===== src/rtl/npc_defs_pkg.sv =====
// Shared definitions for the NPC program-counter / fetch slice.
package npc_defs;

  typedef enum logic [1:0] {
    ST_FETCH = 2'd0,
    ST_WAIT  = 2'd1,
    ST_EXEC  = 2'd2,
    ST_HALT  = 2'd3
  } npc_state_e;

  localparam logic [31:0] NPC_RESET_PC = 32'h8000_0000;

  // {PCAsrc, PCBsrc} pairs driven by the branch-condition unit.
  localparam logic [1:0] SEL_SNPC  = 2'b01;
  localparam logic [1:0] SEL_PCREL = 2'b11;
  localparam logic [1:0] SEL_JALR  = 2'b10;

endpackage


===== src/rtl/npc_next_pc.sv =====
// Next-PC datapath: operand muxes, 32-bit wrapping adder, bit0 clear and
// misalignment flag. Purely combinational so it can be shared with the
// difftest model wrapper.
module npc_next_pc (
  input  logic        a_sel_imm,
  input  logic        b_sel_pc,
  input  logic [31:0] pc,
  input  logic [31:0] imm,
  input  logic [31:0] rs1,
  output logic [31:0] target,
  output logic        misalign
);

  logic [31:0] op_a;
  logic [31:0] op_b;
  logic [31:0] sum;

  // Select operands, add, clear bit0 and flag a halfword-aligned target.
  always_comb begin
    op_a     = a_sel_imm ? imm : 32'd4;
    op_b     = b_sel_pc  ? pc  : rs1;
    sum      = op_a + op_b;
    target   = {sum[31:1], 1'b0};
    misalign = target[1];
  end

endmodule


===== src/rtl/npc_pc_fetch.sv =====
// PC register, instruction register and fetch/commit sequencer.
module npc_pc_fetch
  import npc_defs::*;
#(
  parameter logic [31:0] RESET_PC = NPC_RESET_PC
) (
  input  logic        clk,
  input  logic        rst,
  input  logic        PCAsrc,
  input  logic        PCBsrc,
  input  logic [31:0] imm,
  input  logic [31:0] rs1,
  input  logic        commit,
  output logic [31:0] pc,
  output logic [31:0] inst,
  output logic        inst_valid,
  output logic        imem_req_valid,
  input  logic        imem_req_ready,
  output logic [31:0] imem_req_addr,
  input  logic        imem_rsp_valid,
  input  logic [31:0] imem_rsp_data,
  input  logic        imem_rsp_err,
  output logic        fault
);

  npc_state_e  state_q, state_d;
  logic [31:0] pc_q, pc_d;
  logic [31:0] inst_q, inst_d;
  logic [31:0] target;
  logic        misalign;

  npc_next_pc u_next_pc (
    .a_sel_imm (PCAsrc),
    .b_sel_pc  (PCBsrc),
    .pc        (pc_q),
    .imm       (imm),
    .rs1       (rs1),
    .target    (target),
    .misalign  (misalign)
  );

  // Next-state, PC and instruction-register update.
  always_comb begin
    state_d = state_q;
    pc_d    = pc_q;
    inst_d  = inst_q;
    unique case (state_q)
      ST_FETCH: if (imem_req_ready) state_d = ST_WAIT;
      ST_WAIT: begin
        if (imem_rsp_valid) begin
          if (imem_rsp_err) begin
            state_d = ST_HALT;
          end else begin
            inst_d  = imem_rsp_data;
            state_d = ST_EXEC;
          end
        end
      end
      ST_EXEC: begin
        if (commit) begin
          if (misalign) begin
            state_d = ST_HALT;
          end else begin
            pc_d    = target;
            state_d = ST_FETCH;
          end
        end
      end
      ST_HALT: state_d = ST_HALT;
      default: state_d = ST_HALT;
    endcase
  end

  // State registers with synchronous reset.
  always_ff @(posedge clk) begin
    if (rst) begin
      state_q <= ST_FETCH;
      pc_q    <= RESET_PC;
      inst_q  <= '0;
    end else begin
      state_q <= state_d;
      pc_q    <= pc_d;
      inst_q  <= inst_d;
    end
  end

  // Outputs decoded from registered state only; rst suppresses the request.
  always_comb begin
    pc             = pc_q;
    imem_req_addr  = pc_q;
    inst           = inst_q;
    imem_req_valid = (state_q == ST_FETCH) && !rst;
    inst_valid     = (state_q == ST_EXEC);
    fault          = (state_q == ST_HALT);
  end

endmodule


===== config.mk =====
export PLATFORM = sky130hd
export DESIGN_NAME = npc_pc_fetch
export DESIGN_NICKNAME = d
export VERILOG_FILES = /design/src/rtl/npc_defs_pkg.sv /design/src/rtl/npc_next_pc.sv /design/src/rtl/npc_pc_fetch.sv
export SDC_FILE = /design/constraint.sdc
export NUM_CORES = 1
export LEC_CHECK = 0
export CORE_MARGIN = 5
export CORE_UTILIZATION = 49
export CTS_BUF_LIST = sky130_fd_sc_hd__clkbuf_4 sky130_fd_sc_hd__clkbuf_8
export DETAILED_ROUTE_END_ITERATION = 10
export PLACE_DENSITY = 0.9
export SLEW_MARGIN = 30
export SYNTH_ARGS = -nofsm -noshare
export SYNTH_HDL_FRONTEND = slang
export SYNTH_SLANG_ARGS = --single-unit

===== constraint.sdc =====
create_clock -name clk -period 10.7 [get_ports clk]
set_clock_uncertainty 0.2 [all_clocks]
set_input_delay 3.21 -clock clk [delete_from_list [all_inputs] [get_ports clk]]
set_output_delay 3.21 -clock clk [all_outputs]
set_load 0.02 [all_outputs]

==> impl_metrics.py <==
metrics = {
    "timing": {
        "slew_headroom_pct": 46.5,
        "setup-violations-final": 0,
        "report.final.hold_viol_count": 0,
        "timing_worst_slew_pin_value_ps": 802,
        "timing.fmax_mhz": 127,
        "min_period_ps": 7890,
        "setup-tns-final_ps": 0,
        "unrepaired_setup_endpoints_after_global_routing": "no",
        "timing_max_transition_violations_final": 0,
        "period_share_pct": 73.7,
    },
    "drt": {
        "detail_route.vias_per_cell": 5.53,
        "route.vias.total": 5145,
        "post_drt_wl_per_cell_um": 17.2,
        "first_pass_iters": 5,
        "drcViolationCount": 0,
        "first_iter_violations": 327,
        "route.antenna.remaining_nets": 0,
        "wl_mm": 16.0,
    },
    "synthesis": {
        "number_of_synthesized_flops_with_an_enable_pin": 0,
        "synthArstFlopShare_pct": 0,
        "yosys_warnings": 0,
        "post_synth.cell_area_avg_um2": 7.68,
        "ys_ff_latch": 64,
        "synth_unique_cells": 62,
        "synth.yosys.seq_area_share_pct": 25.8,
        "netlist_area_um2": 4970,
        "syn-instance-count": 647,
        "ys_dominant_reg_cell": "dfxtp_1",
    },
    "layout": {
        "layout.nets": 929,
        "layout_cell_share_with_drive_strength_beyond_1_pct": 9.90,
        "filler_cells": 821,
        "post_layout_nonfiller_instances": 931,
        "ff_latch_area_um2": 1280,
        "final_area_um2": 6920,
        "syn_to_final_growth_pct": 39.2,
        "multiInputGateArea_um2": 3250,
        "n_antenna_cell": 0,
        "core_occupancy_in_the_finished_layout_pct": 70.4,
    },
    "place": {
        "port_buffers": 198,
        "rd_place_congestion": 0.946,
        "dpl-instance-area_um2": 6740,
        "post-place-cells": 916,
        "dp.final_hpwl_mm": 12.4,
    },
    "floorplanning": {
        "core_area_um2": 9820,
        "start_util_pct": 50.6,
        "top_level_ports": 203,
        "fp-row-count": 36,
        "die_footprint_um2": 12300,
        "dieHeight_um": 111,
        "dieWidth_um": 111,
    },
    "clock_network": {
        "clkTransAtPathRegs_ps": 60,
        "ctsResizeCount": 0,
        "post-cts-setup-buffers": 0,
        "cts_max_path_buffers": 2,
        "cts-buffers-inserted": 9,
        "ctsHtreeMaxLevel": 3,
        "clk-insertion-delay-late_ps": 340,
        "cts_root_buf": "clkbuf_8",
        "cts_hold_buffers": 0,
        "cts_tree": "done",
        "cts_sinks": 64,
    },
    "grt": {
        "pin_count_of_the_biggest_net_entering_global_routing": 56,
        "aggregate_global_routing_overflow": 0,
        "first_global_vias": 5215,
        "gr-usage-all-layers_pct": 25.1,
        "initial_antenna_violation_count": 0,
        "global_route_wire_length_before_repair_mm": 26.2,
    },
    "power_and_ir_drop": {
        "max-vdd-ir-drop_mv": 0.0587,
        "p_leak_uw": 0.00255,
        "power_density_nw_per_um2": 92.2,
        "p_total_uw": 637,
    },
    "setup_path": {
        "crit_path_max_fanout": 55,
        "worstPathRequired_ps": 7290,
        "crit-reg2reg-launch": "imem_req_addr[16]",
        "rrSetupSlack_ps": 7610,
        "path_class": "input pin to output pin",
        "r2r_end": "imem_req_addr[24]",
        "startpoint_type": "input pin",
        "cp.arrival_ps": 4480,
        "worst-r2r-cell-count": 9,
        "critical_path.endpoint_type": "output pin",
    },
    "run": {
        "number_of_maximum_capacitance_violations": 0,
    },
    "hold_path": {
        "min_path_cells": 2,
        "hold_path_class": "flop to flop",
        "worst_hold_path.endpoint": "inst[22]",
        "worstHoldStart": "inst[22]",
    },
    "run_status": {
        "run_status": "complete, no violations",
    },
}
cell usage in the layout (no fill, tap or decap), types with 8 or more instances in the layout:
master | netlist | routed
a21oi_1 | 81 | 81
and2_1 | 31 | 31
clkbuf_8 | 0 | 9
clkdlybuf4s50_1 | 0 | 196
dfxtp_1 | 64 | 64
ha_1 | 30 | 30
inv_1 | 9 | 9
mux2_2 | 29 | 29
nand2_1 | 134 | 134
nand2b_1 | 8 | 8
nand3_1 | 10 | 10
nand4_1 | 8 | 8
nor2_1 | 25 | 24
nor3_1 | 10 | 9
o21ai_0 | 29 | 29
o21ai_1 | 11 | 11
xnor2_1 | 10 | 10
xor2_1 | 15 | 15
flip-flops by register name, indices dropped and copies added (netlist names):
| register | cells |
|---|---|
| imem_req_addr | 30 |
| inst | 32 |
| state_q | 2 |
logic make-up (layout without fill, tap and decap cells):
family	after synthesis	after routing	share of synthesized area, %
buffers and inverters	78	226	9.22
multiplexers	31	31	6.98
XOR/XNOR	25	25	4.41
AND/OR/NAND/NOR	249	249	23.8
adder cells (fa/ha/maj)	31	31	7.96
flip-flops	64	64	25.8
other	1	4	0.0755
AO/OA/AOI/OAI	168	168	21.8
synthesized netlist by cell type (all sizes together), types with 4 or more instances:
cell    count  area [um2]
a211oi      7        67.6
a21boi      5        37.5
a21oi      84         447
and2       31         194
buf        44         330
clkbuf     25        93.8
dfxtp      64        1280
ha         30         375
inv         9        33.8
mux2       29         327
nand2     136         515
nand2b      8        50.1
nand3      11        60.1
nand4      10        75.1
nor2       25        93.8
nor3       11        60.1
nor4        5        31.3
o211ai      4        43.8
o21a        5        37.5
o21ai      43         226
or3         4        25.0
xnor2      10        87.6
xor2       15         131
worst max path at each step:
stage | slack (ps) | start | cells after the start | endpoint
6_report | 2810 | rst | 4 | imem_req_valid
5_1_grt | 2710 | rst | 4 | imem_req_valid
4_1_cts | 2830 | rst | 4 | imem_req_valid
3_5_place_dp | 2830 | rst | 4 | imem_req_valid
3_3_place_gp | 2860 | rst | 4 | imem_req_valid
2_1_floorplan | 3240 | rst | 3 | imem_req_valid
per-stage QoR:
step | hold WS [ps] | setup WS (ps)
2_1_floorplan | 310 | 3240
3_3_place_gp | 242 | 2860
3_5_place_dp | 249 | 2830
4_1_cts | 259 | 2830
5_1_grt | 284 | 2710
6_report | 260 | 2810
critical path, stage by stage:
cell and delay (ps):
buf_2 100, buf_4 300, nor3_1 210, clkdlybuf4s50_1 630
power by group:
part           switching [uW]  internal [uW]
logic                    96.7           90.5
registers                5.31            244
clock network            95.5            105
total                     198            440
routing by layer:
layer	track usage, %	wire length, um	up-vias
met2	44.5	7930	197
met4	5.58	240	0
met5	0	0	-
met3	5.73	938	22
met1	31.0	6910	2423
li1	-	-	2503
area by class of cell:
cell class | instances | share of cell area [%]
Sequential cell | 64 | 18.5
Multi-Input combinational cell | 508 | 47.0
Clock inverter | 6 | 0.886
Timing Repair Buffer | 202 | 28.9
Inverter | 9 | 0.488
Clock buffer | 9 | 1.79
Tap cell | 133 | 2.41
Note: power is estimated with default switching activity, not from simulation.
